===== src/rtl/jtsdram_bank_wr.sv =====
// jtsdram_bank_wr: sweeps 2^AW addresses and writes data_ref at coded_addr through a wr/ack/rdy handshake.
// The sweep is paced by LVBL or by a random gap, with one write in flight. Define JTSDRAM_WR_BYTEMASK_EN to enable byte masks.

module jtsdram_rnd(
   input  logic       rst,
   input  logic       clk,
   input  logic       adv,
   output logic [3:0] lfsr
);
   logic [15:0] state;

   always_ff @(posedge clk or posedge rst) begin
      if (rst)
         state <= 16'hace1;
      else if (adv)
         state <= {state[14:0], state[15] ^ state[13] ^ state[12] ^ state[10]};
   end

   assign lfsr = state[3:0];
endmodule

module jtsdram_bank_wr #(
   parameter int AW   = 22,
   parameter int TOUT = 255
)(
   input  logic          rst,
   input  logic          clk,
   input  logic          LVBL,
   input  logic          start,
   input  logic          slow,
   output logic [AW-1:0] cnt_addr,
   input  logic [AW-1:0] coded_addr,
   input  logic [15:0]   data_ref,
   output logic [AW-1:0] sdram_addr,
   output logic [15:0]   sdram_din,
   output logic [1:0]    sdram_wrmask,
   output logic          wr,
   input  logic          ack,
   input  logic          rdy,
   output logic          bad,
   output logic          done
);
   typedef enum logic [2:0] {IDLE, GAP, REQ, BUSY, NEXT, DONE} state_t;

   localparam logic [7:0] TOUT_M1 = 8'(TOUT - 1);

   state_t     st;
   logic [3:0] gap;
   logic [7:0] wdog;
   logic       pend_start;
   logic [3:0] lfsr;
   logic [1:0] mask_nx;
   logic       gap_done, go, tout, xfer_end, do_restart;

   jtsdram_rnd u_rnd(
      .rst  (rst),
      .clk  (clk),
      .adv  (1'b1),
      .lfsr (lfsr)
   );

`ifdef JTSDRAM_WR_BYTEMASK_EN
   always_comb begin
      case (cnt_addr[1:0])
         2'd1:    mask_nx = 2'b10;
         2'd2:    mask_nx = 2'b01;
         default: mask_nx = 2'b00;
      endcase
   end
`else
   assign mask_nx = 2'b00;
`endif

   assign gap_done = &gap;
   assign go       = slow ? gap_done : LVBL;
   // >= rather than == so a watchdog that already passed TOUT still fires
   assign tout     = wdog >= TOUT_M1;
   assign xfer_end = (st == REQ && ack && rdy) || (st == BUSY && rdy);

   // A start seen during a transaction waits until that transaction ends
   always_comb begin
      do_restart = 1'b0;
      case (st)
         IDLE, GAP, NEXT: do_restart = start;
         DONE:            do_restart = start | pend_start;
         REQ, BUSY:       do_restart = xfer_end & (start | pend_start);
         default:         do_restart = 1'b0;
      endcase
   end

   always_ff @(posedge clk or posedge rst) begin
      if (rst) begin
         st           <= IDLE;
         cnt_addr     <= '0;
         sdram_addr   <= '0;
         sdram_din    <= 16'd0;
         sdram_wrmask <= 2'b00;
         wr           <= 1'b0;
         bad          <= 1'b0;
         done         <= 1'b0;
         gap          <= 4'd0;
         wdog         <= 8'd0;
         pend_start   <= 1'b0;
      end else begin
         if (!gap_done)
            gap <= gap + 4'd1;
         if ((st == REQ || st == BUSY) && start)
            pend_start <= 1'b1;
         if (do_restart) begin
            cnt_addr   <= '0;
            done       <= 1'b0;
            bad        <= 1'b0;
            pend_start <= 1'b0;
            wr         <= 1'b0;
            st         <= GAP;
         end else begin
            case (st)
               GAP: if (go) begin
                  sdram_addr   <= coded_addr;
                  sdram_din    <= data_ref;
                  sdram_wrmask <= mask_nx;
                  wr           <= 1'b1;
                  wdog         <= 8'd0;
                  st           <= REQ;
               end
               REQ: begin
                  if (wdog != 8'hff)
                     wdog <= wdog + 8'd1;
                  if (ack) begin
                     wr <= 1'b0;
                     st <= rdy ? NEXT : BUSY;
                  end else if (tout) begin
                     wr   <= 1'b0;
                     bad  <= 1'b1;
                     done <= 1'b1;
                     st   <= DONE;
                  end
               end
               BUSY: begin
                  if (wdog != 8'hff)
                     wdog <= wdog + 8'd1;
                  if (rdy)
                     st <= NEXT;
                  else if (tout) begin
                     bad  <= 1'b1;
                     done <= 1'b1;
                     st   <= DONE;
                  end
               end
               NEXT: begin
                  if (&cnt_addr) begin
                     done <= 1'b1;
                     st   <= DONE;
                  end else begin
                     cnt_addr <= cnt_addr + AW'(1);
                     gap      <= (!slow && LVBL) ? 4'hd : lfsr;
                     st       <= GAP;
                  end
               end
               DONE: wr <= 1'b0;
               default: ;
            endcase
         end
      end
   end
endmodule


===== config.mk =====
export PLATFORM = sky130hd
export DESIGN_NAME = jtsdram_bank_wr
export DESIGN_NICKNAME = d
export VERILOG_FILES = /design/src/rtl/jtsdram_bank_wr.sv
export SDC_FILE = /design/constraint.sdc
export NUM_CORES = 1
export LEC_CHECK = 0
export BUFFER_PORTS_ARGS = -buffer_cell sky130_fd_sc_hd__buf_2
export CORE_MARGIN = 2
export CORE_UTILIZATION = 54
export DETAILED_ROUTE_END_ITERATION = 16
export GPL_ROUTABILITY_DRIVEN = 1
export PLACE_DENSITY = 0.84
export SETUP_SLACK_MARGIN = 0.02
export SYNTH_ARGS = -nofsm -noshare
export SYNTH_HDL_FRONTEND = slang
export SYNTH_HIERARCHICAL = 1
export SYNTH_SLANG_ARGS = --single-unit

===== constraint.sdc =====
create_clock -name clk -period 3.21 [get_ports clk]
set_clock_uncertainty 0.1 [all_clocks]
set_input_delay 0.1605 -clock clk [delete_from_list [all_inputs] [get_ports clk]]
set_output_delay 0.1605 -clock clk [all_outputs]
set_load 0.02 [all_outputs]

# Yosys cells after proc, flatten, opt, wreduce, memory -nomap -nowiden
# Cells that the tools add are included.
# word_totals
n_memories	0
rom_bits	0
latch_bits	0
register_bits	95
mem_bits_rw	0
# classes
mux	39
addsub	3
n_mul	0
div_mod_pow	0
n_lt_le_gt_ge	1
eq_ne	14
n_reduce_logical	27
n_shift	0
n_bitwise	6
# op_table
cell	n
2-to-1 mux 22 bit	3
adder 22 x 1 -> 22 bit (second input constant)	1
AND reduction 22 bit	1
2-to-1 mux 3 bit	7
2-to-1 mux 4 bit	5
2-to-1 mux 1 bit	16
2-to-1 mux 8 bit	2
case mux 8 bit (2 select lines)	1
inequality test 3 bit (second input constant)	4
case mux 3 bit (4 select lines)	1
AND reduction 4 bit	3
case mux 1 bit (3 select lines)	3
AND reduction 3 bit	3
adder 8 x 1 -> 8 bit (second input constant)	1
greater-or-equal comparator 8 bit (second input constant)	1
inequality test 8 bit (second input constant)	1
nonzero test 4 bit	2
equality test 3 x 2 -> 1 bit (second input constant)	2
equality test 3 bit (second input constant)	2
nonzero test 2 bit	3
logical AND 1 bit	5
nonzero test 5 bit	1
adder 4 x 1 -> 4 bit (second input constant)	1
inequality test 2 bit (second input constant)	2
15 further kinds	19

# Logic depth before layout (Yosys ltp)
# Gate-level depths: netlist of run 1.
# depth
depth_word	8
depth_mapped	8

# Hierarchy
# Netlist of run 1, hierarchy kept.
# modules_own_cells
module	area_per_inst_um2	cells_per_inst	seq_area_each_um2	n_inst
jtsdram_bank_wr	4000.1	343	1976.9	1
jtsdram_rnd	709.4	43	410.4	1

# Worst setup path after synthesis of run 1
# Ideal clock, no wire load.
# synth_timing
path_kind	flip-flop to flip-flop
startpoint	register cnt_addr[0]
endpoint	register cnt_addr[4]
path_stages_with_launch	8
setup_time_ns	0.133
synth_period_minus_slack_ns	2.034
n_path_buf	1
arrival_ns	1.801
slack_ns	1.176
required_time_ns	2.977
path_cell_list	dfrtp_1 -> ha_1 -> nand2_1 -> nor3_4 -> buf_4 -> a211oi_1 -> xnor2_1 -> nor2_1
# synth_between
elab_chain_cells	4
word_cells_on_any_way	7
cone_classes	1 x add/sub; 1 x eq/ne; 3 x mux; 2 x reduce/logical
# synth_lines
item	line	rtl
start: declaration	31	output logic [AW-1:0] cnt_addr,
start signal: assignment	155	cnt_addr <= cnt_addr + AW'(1);
adder 22 x 1 -> 22 bit	155	
2-to-1 mux 22 bit	151	if (&cnt_addr) begin
2-to-1 mux 22 bit	117	case (st)
2-to-1 mux 22 bit	109	if (do_restart) begin
# Several ways; a longest one is shown, not always the timed one. The select of a mux whose other input is x is not followed.
# A chain may end at the register's enable or synchronous reset.

# Final worst setup path of run 1
# layout_timing
startpoint	register st[1]
endpoint	register sdram_addr[4]
# layout_between
elab_chain_cells	8
word_cells_on_any_way	16
cone_classes	5 x eq/ne; 1 x mux; 2 x bitwise; 8 x reduce/logical
# layout_lines
item	line	rtl
start: declaration	47	state_t st;
start signal: assignment	131	st <= rdy ? NEXT : BUSY;
equality test 3 x 2 -> 1 bit	78, 83	
logical AND 1 bit (2 in a row)	78	assign xfer_end = (st == REQ && ack && rdy) || (st == BUSY && rdy);
logical OR 1 bit	78	
AND 1 bit	86	REQ, BUSY: do_restart = xfer_end & (start | pend_start);
case mux 1 bit (3 select lines)	83	case (st)
inverter 1 bit (no source line)	--	
AND reduction 3 bit (no source line) *	--	
end signal: assignment	119	sdram_addr <= coded_addr;
end: declaration	34	output logic [AW-1:0] sdram_addr,
# Mark *: on every way between the ends. The rest lies on a longest branch, timed or not.

==> results of run 1 <==
[path summary, 6_finish.rpt]
path,endpoint,from,cells past startpoint,slack [ns]
worst max-delay path,sdram_addr[4],st[1],6,0.62
worst min-delay path,gap[3],slow,4,0.06
worst max register to register,sdram_addr[4],st[1],6,0.62
worst min register to register,bad,bad,2,0.41
max in group asynchronous,sdram_addr[2],rst,4,2.07
min in group asynchronous,cnt_addr[10],rst,3,0.27
[metrics by stage]
step | instances | worst slack (ns) | area, um2 | power, uW
6_report | 643 | 0.6205 | 5887 | 4705
5_1_grt | 643 | 0.5251 | 5887 | 4959
4_1_cts | 642 | 0.6855 | 5884 | 4690
3_5_place_dp | 586 | 0.6904 | 5269 | 3778
3_3_place_gp | 586 | 0.7927 | 5269 | 3691
2_1_floorplan | 387 | 0.9261 | 4713 | 3333
[power breakdown]
group          internal, uW  switching, uW  leakage, uW  total (uW)
clock network           443            420     0.000100         863
logic                   895            950      0.00149        1840
registers              1660            339      0.00118        2000
total                  3000           1710      0.00278        4710
[synth_stat cells, types with 7 or more instances]
library cell  instances
a211oi_1              8
a21oi_1               9
buf_4                 7
dfrtp_1              87
dfstp_2               8
inv_1                12
mux2_2               27
mux2_4               28
nand2_1              22
nand3_1              15
nor2_1               32
o21ai_0               8
o31ai_1               9
xnor2_1              23
[metal layers]
metal	wire length, um	GRT usage
met1	4296	0.2723
met2	5556	0.4027
met4	239	0.09402
met5	0	0
met3	594	0.05540
[state kept, by name (all words and copies together) (netlist names)]
register and cells:
done 1, wdog 8, pend_start 1, st 3, u_rnd/state 16, bad 1
cnt_addr 22, gap 4, wr 1, sdram_addr 22, sdram_din 16
[cell type report]
type / count / area [um2] / area share
repair buffers: 153 / 993.5 / 0.1688
well taps: 108 / 135.1 / 0.02295
flip-flops and latches: 95 / 2387 / 0.4055
clock buffers: 11 / 131.4 / 0.02232
multi-input cells: 257 / 2105 / 0.3575
diodes: 1 / 2.502 / 0.0004251
inverters: 13 / 48.80 / 0.008289
clock inverters: 5 / 83.83 / 0.01424
[critical path: cells and delay by family, from the launching register on]
kind	cells	cell delay, ns
compound gates	2	0.47
mux	1	0.42
simple gates	2	0.41
buf+inv	1	0.49
flops	1	0.57
[layout by cell type (no fill, tap or decap), types with 9 or more instances in the layout]
master / synthesis / layout
inv_1: 12 / 11
dlygate4sd3_1: 0 / 40
mux2_2: 27 / 27
mux2_4: 28 / 28
nor2_1: 32 / 32
clkbuf_8: 0 / 9
o31ai_1: 9 / 9
dfrtp_1: 87 / 87
buf_2: 5 / 107
xnor2_1: 23 / 23
nand3_1: 15 / 15
nand2_1: 22 / 22
[cells by family (layout without fill, tap and decap cells)]
| kind of cell | count (synthesis) | in the layout |
|---|---|---|
| AOI/OAI and AO/OA | 59 | 59 |
| xor gates and xnor gates | 23 | 23 |
| adders and majority gates | 4 | 4 |
| buffers and inverters | 35 | 182 |
| DFF | 95 | 95 |
| muxes | 61 | 61 |
| other | 2 | 4 |
| and+or+nand+nor | 107 | 107 |
[timing repair]
item / in CTS / in global routing
hold endpoints to repair: 66 / 0
resized for setup: 0 / 0
hold buffers: 40 / 0
==> flow_summary.ini, run 1 <==
[synth]
synth_compound_area_frac = 0.1004
yosysTopAreaCell = dfrtp_1
synthXorXnorAreaFrac = 0.04277
synthFlopType = dfrtp_1
seq_area_frac_synth = 0.5069
yosys_warnings = 6
synthCells = 386
synth_edf_count = 0
avgSynthCellArea_um2 = 12.20
synthSimpleGateAreaFrac = 0.1233
ys_ff_latch = 95
synthArstFlopShare = 1.000
synth_top_area_frac = 0.4623
synth_mux_area_frac = 0.1666
synthAdderAreaFrac = 0.01063
synth_top_family_by_area = multiplexers
synthesis.area_um2 = 4710
ys_types = 56
synthTopCellsByArea = dfrtp_1 (46%), mux2_4 (8.9%), mux2_2 (6.5%)

[clock_tree]
htreeDepth = 3
clockBufferDepth = 2
clk_pin_slew_ns = 0.08
cts_made_buffers = 9
clk_latency_ns = 0.37
cts_sinks = 95
cts-root-buf = clkbuf_8
cts_tree = done
post_cts_buffers = 0

[sta]
rsz0062_at_grt = false
tns_ns = 0
max_slew_margin = 0.6137
slew_violations = 0
hold_violations = 0
clock.fmax_ghz = 0.3862
fin_hold_ws_ns = 0.06276
tightest_slew_ns = 0.5794
setup_viol = 0
period_needed_ns = 2.590
finalCritPeriodShare = 0.8067

[route]
dr.first_iter.drc_count = 217
ant_nets = 0
routed_wl_um = 10690
wl_per_cell_um = 16.62
drt-vias-per-instance = 5.457
num_vias = 3509
drc = 0
drtPass1Iterations = 5

[pwr]
power.density_nw_per_um2 = 799.2
leakage_uw = 0.002776
peakVddDrop_mv = 0.5522

[worst_setup_path]
start_kind = flip-flop
critPathKind = reg -> reg
cp_data_required_time_ns = 3.35
worstSetupEndpointType = flip-flop
worstPathArrival_ns = 2.73
cp_cell_sequence = nor2b_1 > a32oi_2 > a21o_4 > nand3_2 > buf_4 > mux2_2
crit_path_top_delay_cell = dfrtp_1
critPathMaxStageDelay_ns = 0.57
worstPathMaxFanout = 38

[floorplanning]
rows = 34
die_area_um2 = 9485
floorplan.initialDensity = 0.5480
ios = 110
core_um2 = 8593
die_h_um = 97.39
die_w_um = 97.39

[placed_design]
numPortBuffers = 107
gp_congestion = 0.8387
place_hpwl_um = 6841

[global_routing]
grt_max_degree = 61
grt_pass1_vias = 3670
antenna_found_initial = 1
grt_first_pass_wirelength_um = 17710
overflow = 0
track_usage = 0.2303

[layout]
drive_above_1_share = 0.3951
fillers = 599
finalNetCount = 578
fin_util = 0.6851
syn2layout_area_growth_pct = 25.00

[worst_hold_path]
hold_path.class = in -> reg

[run_status]
outcome = finished clean

[flow_run]
drv_cap = 0
Power figures use the tool's default switching activity.
==> run 2, diff against run 1 <==
==> constraint.sdc (replaced) <==
create_clock -name clk -period 2.6 [get_ports clk]
set_clock_uncertainty 0.1 [all_clocks]
set_input_delay 0.13 -clock clk [delete_from_list [all_inputs] [get_ports clk]]
set_output_delay 0.13 -clock clk [all_outputs]
set_load 0.02 [all_outputs]
==> flow_summary.ini, run 2 (synthesis results as in run 1) <==
[run_status]
outcome = finished clean

[placed_design]
numPortBuffers = 107
dp_cells = 588
place_hpwl_um = 6701
gp_congestion = 0.8620

[floorplanning]
floorplan.initialDensity = 0.5480
die_w_um = 97.39
ios = 110
core_um2 = 8593
die_area_um2 = 9485
die_h_um = 97.39
rows = 34

[sta]
slew_violations = 0
tns_ns = 0
rsz0062_at_grt = false
hold_violations = 0
period_needed_ns = 2.311
setup_viol = 0
clock.fmax_ghz = 0.4328
finalCritPeriodShare = 0.8887
fin_hold_ws_ns = 0.04077
tightest_slew_ns = 0.6404
max_slew_margin = 0.5725

[layout]
final_cells = 643
final_cell_mix = buf_2 (107), dfrtp_1 (87), dlygate4sd3_1 (39)
finalNetCount = 579
final_common_cell = buf_2
reg_top3 = cnt_addr (22), sdram_addr (22)
syn2layout_area_growth_pct = 25.43
drive_above_1_share = 0.4000
antenna_cells = 0

[pwr]
switchingPower_uw = 2092
peakVddDrop_mv = 0.7033
leakage_uw = 0.002791
switching_share = 0.3607
combPwrFrac = 0.394
power.density_nw_per_um2 = 981.8
p_seq_frac = 0.424
cellInternalPower_uw = 3708
pwr-share-clk = 0.183

[clock_tree]
cts-root-buf = clkbuf_8
cts_made_buffers = 9
post_cts_buffers = 0
clk_pin_slew_ns = 0.09
cts_tree = done
clockBufferDepth = 2
clk_latency_ns = 0.36
cts_sinks = 95
htreeDepth = 3

[global_routing]
grt_pass1_vias = 3640
overflow = 0
busiest_layer = met2
track_usage = 0.2258
grtUsageMet2 = 0.3920
met3_usage = 0.05036
grt_first_pass_wirelength_um = 17450
grt_use_met1 = 0.2839
grt_max_degree = 39
antenna_found_initial = 0

[worst_setup_path]
worstPathMaxFanout = 38
worstSetupEndpointType = flip-flop
reg2reg_from = st[1]
critPathLaunch = st[1]
crit_cells = 6
critPathMaxStageDelay_ns = 0.56
cp_cell_sequence = nor2b_1 > a32oi_2 > a21o_4 > nand3_2 > buf_12 > mux2_2
start_kind = flip-flop
crit_path_top_delay_cell = dfrtp_1
cp_data_required_time_ns = 2.74
crit_buf_inv = 1
critPathKind = reg -> reg
path_delay_family = flip-flops
worstPathArrival_ns = 2.45
rr_worst_depth = 6

[route]
num_vias = 3549
drt-vias-per-instance = 5.519
dr.first_iter.drc_count = 211
wl_per_cell_um = 16.11
routed_wl_um = 10360
drtPass1Iterations = 4
drc = 0
ant_nets = 0

[worst_hold_path]
hold_path.class = in -> reg
holdCritStartpoint = start
hold_depth = 3

[flow_run]
drv_cap = 0
==> run 2: cell count changes in the layout (fill, tap and decap cells not counted) <==
| cell | delta |
|---|---|
| buf_12 | +1 |
| buf_4 | +1 |
| clkbuf_1 | -1 |
| clkinv_4 | +1 |
| diode_2 | -1 |
| dlygate4sd3_1 | -1 |
==> run 2: per-layer routing <==
layer	part of all wire	routed length, um
met1	0.42	4312
met2	0.51	5289
met3	0.056	585
met4	0.016	168
met5	0	0
==> run 2: metrics by stage <==
stage          worst slack, ns  power, uW  cell area, um2  utilization
6_report                0.2894       5799            5907       0.6874
4_1_cts                 0.3226       5794            5907       0.6874
3_5_place_dp            0.3593       4672            5296       0.6163
5_1_grt                 0.1872       6117            5907       0.6874
3_3_place_gp            0.4233       4570            5296       0.6163
2_1_floorplan           0.3466       4115            4713            -
==> run 2: power by group through the flow <==
stage | clock (uW) | combinational [uW] | sequential [uW]
after global placement | 0 | 2140 | 2430
final | 1060 | 2280 | 2460
after floorplan | 0 | 1360 | 2750
after global routing | 1150 | 2440 | 2530
after CTS | 1080 | 2270 | 2440
after detailed placement | 0 | 2220 | 2450
==> run 2: worst paths after layout <==
check	endpoint	slack, ns
setup / recovery	sdram_din[4]	0.29
min in group asynchronous	u_rnd/state[12]	0.29
max in group asynchronous	gap[0]	1.37
setup reg to reg	sdram_din[4]	0.29
hold / removal	pend_start	0.04
hold reg to reg	wdog[5]	0.40
==> run 2: tightest hold or removal path, stage by stage <==
cell and delay (ns):
buf_2 0.12, a21oi_1 0.08, nor2_1 0.12
==> run 2: final cells by class <==
class	count	area, um2
sequential	95	2387
multi-input combinational	257	2105
inverter	13	48.80
tap	108	135.1
fill	610	2686
timing repair buffer	154	1011
clock inverter	6	92.59
clock buffer	10	127.6
==> run 2: repair_timing <==
item,CTS,global route
endpoints found under the setup margin,0,0
hold buffers,39,0
endpoints found under the hold margin,75,0
resized for setup,0,0
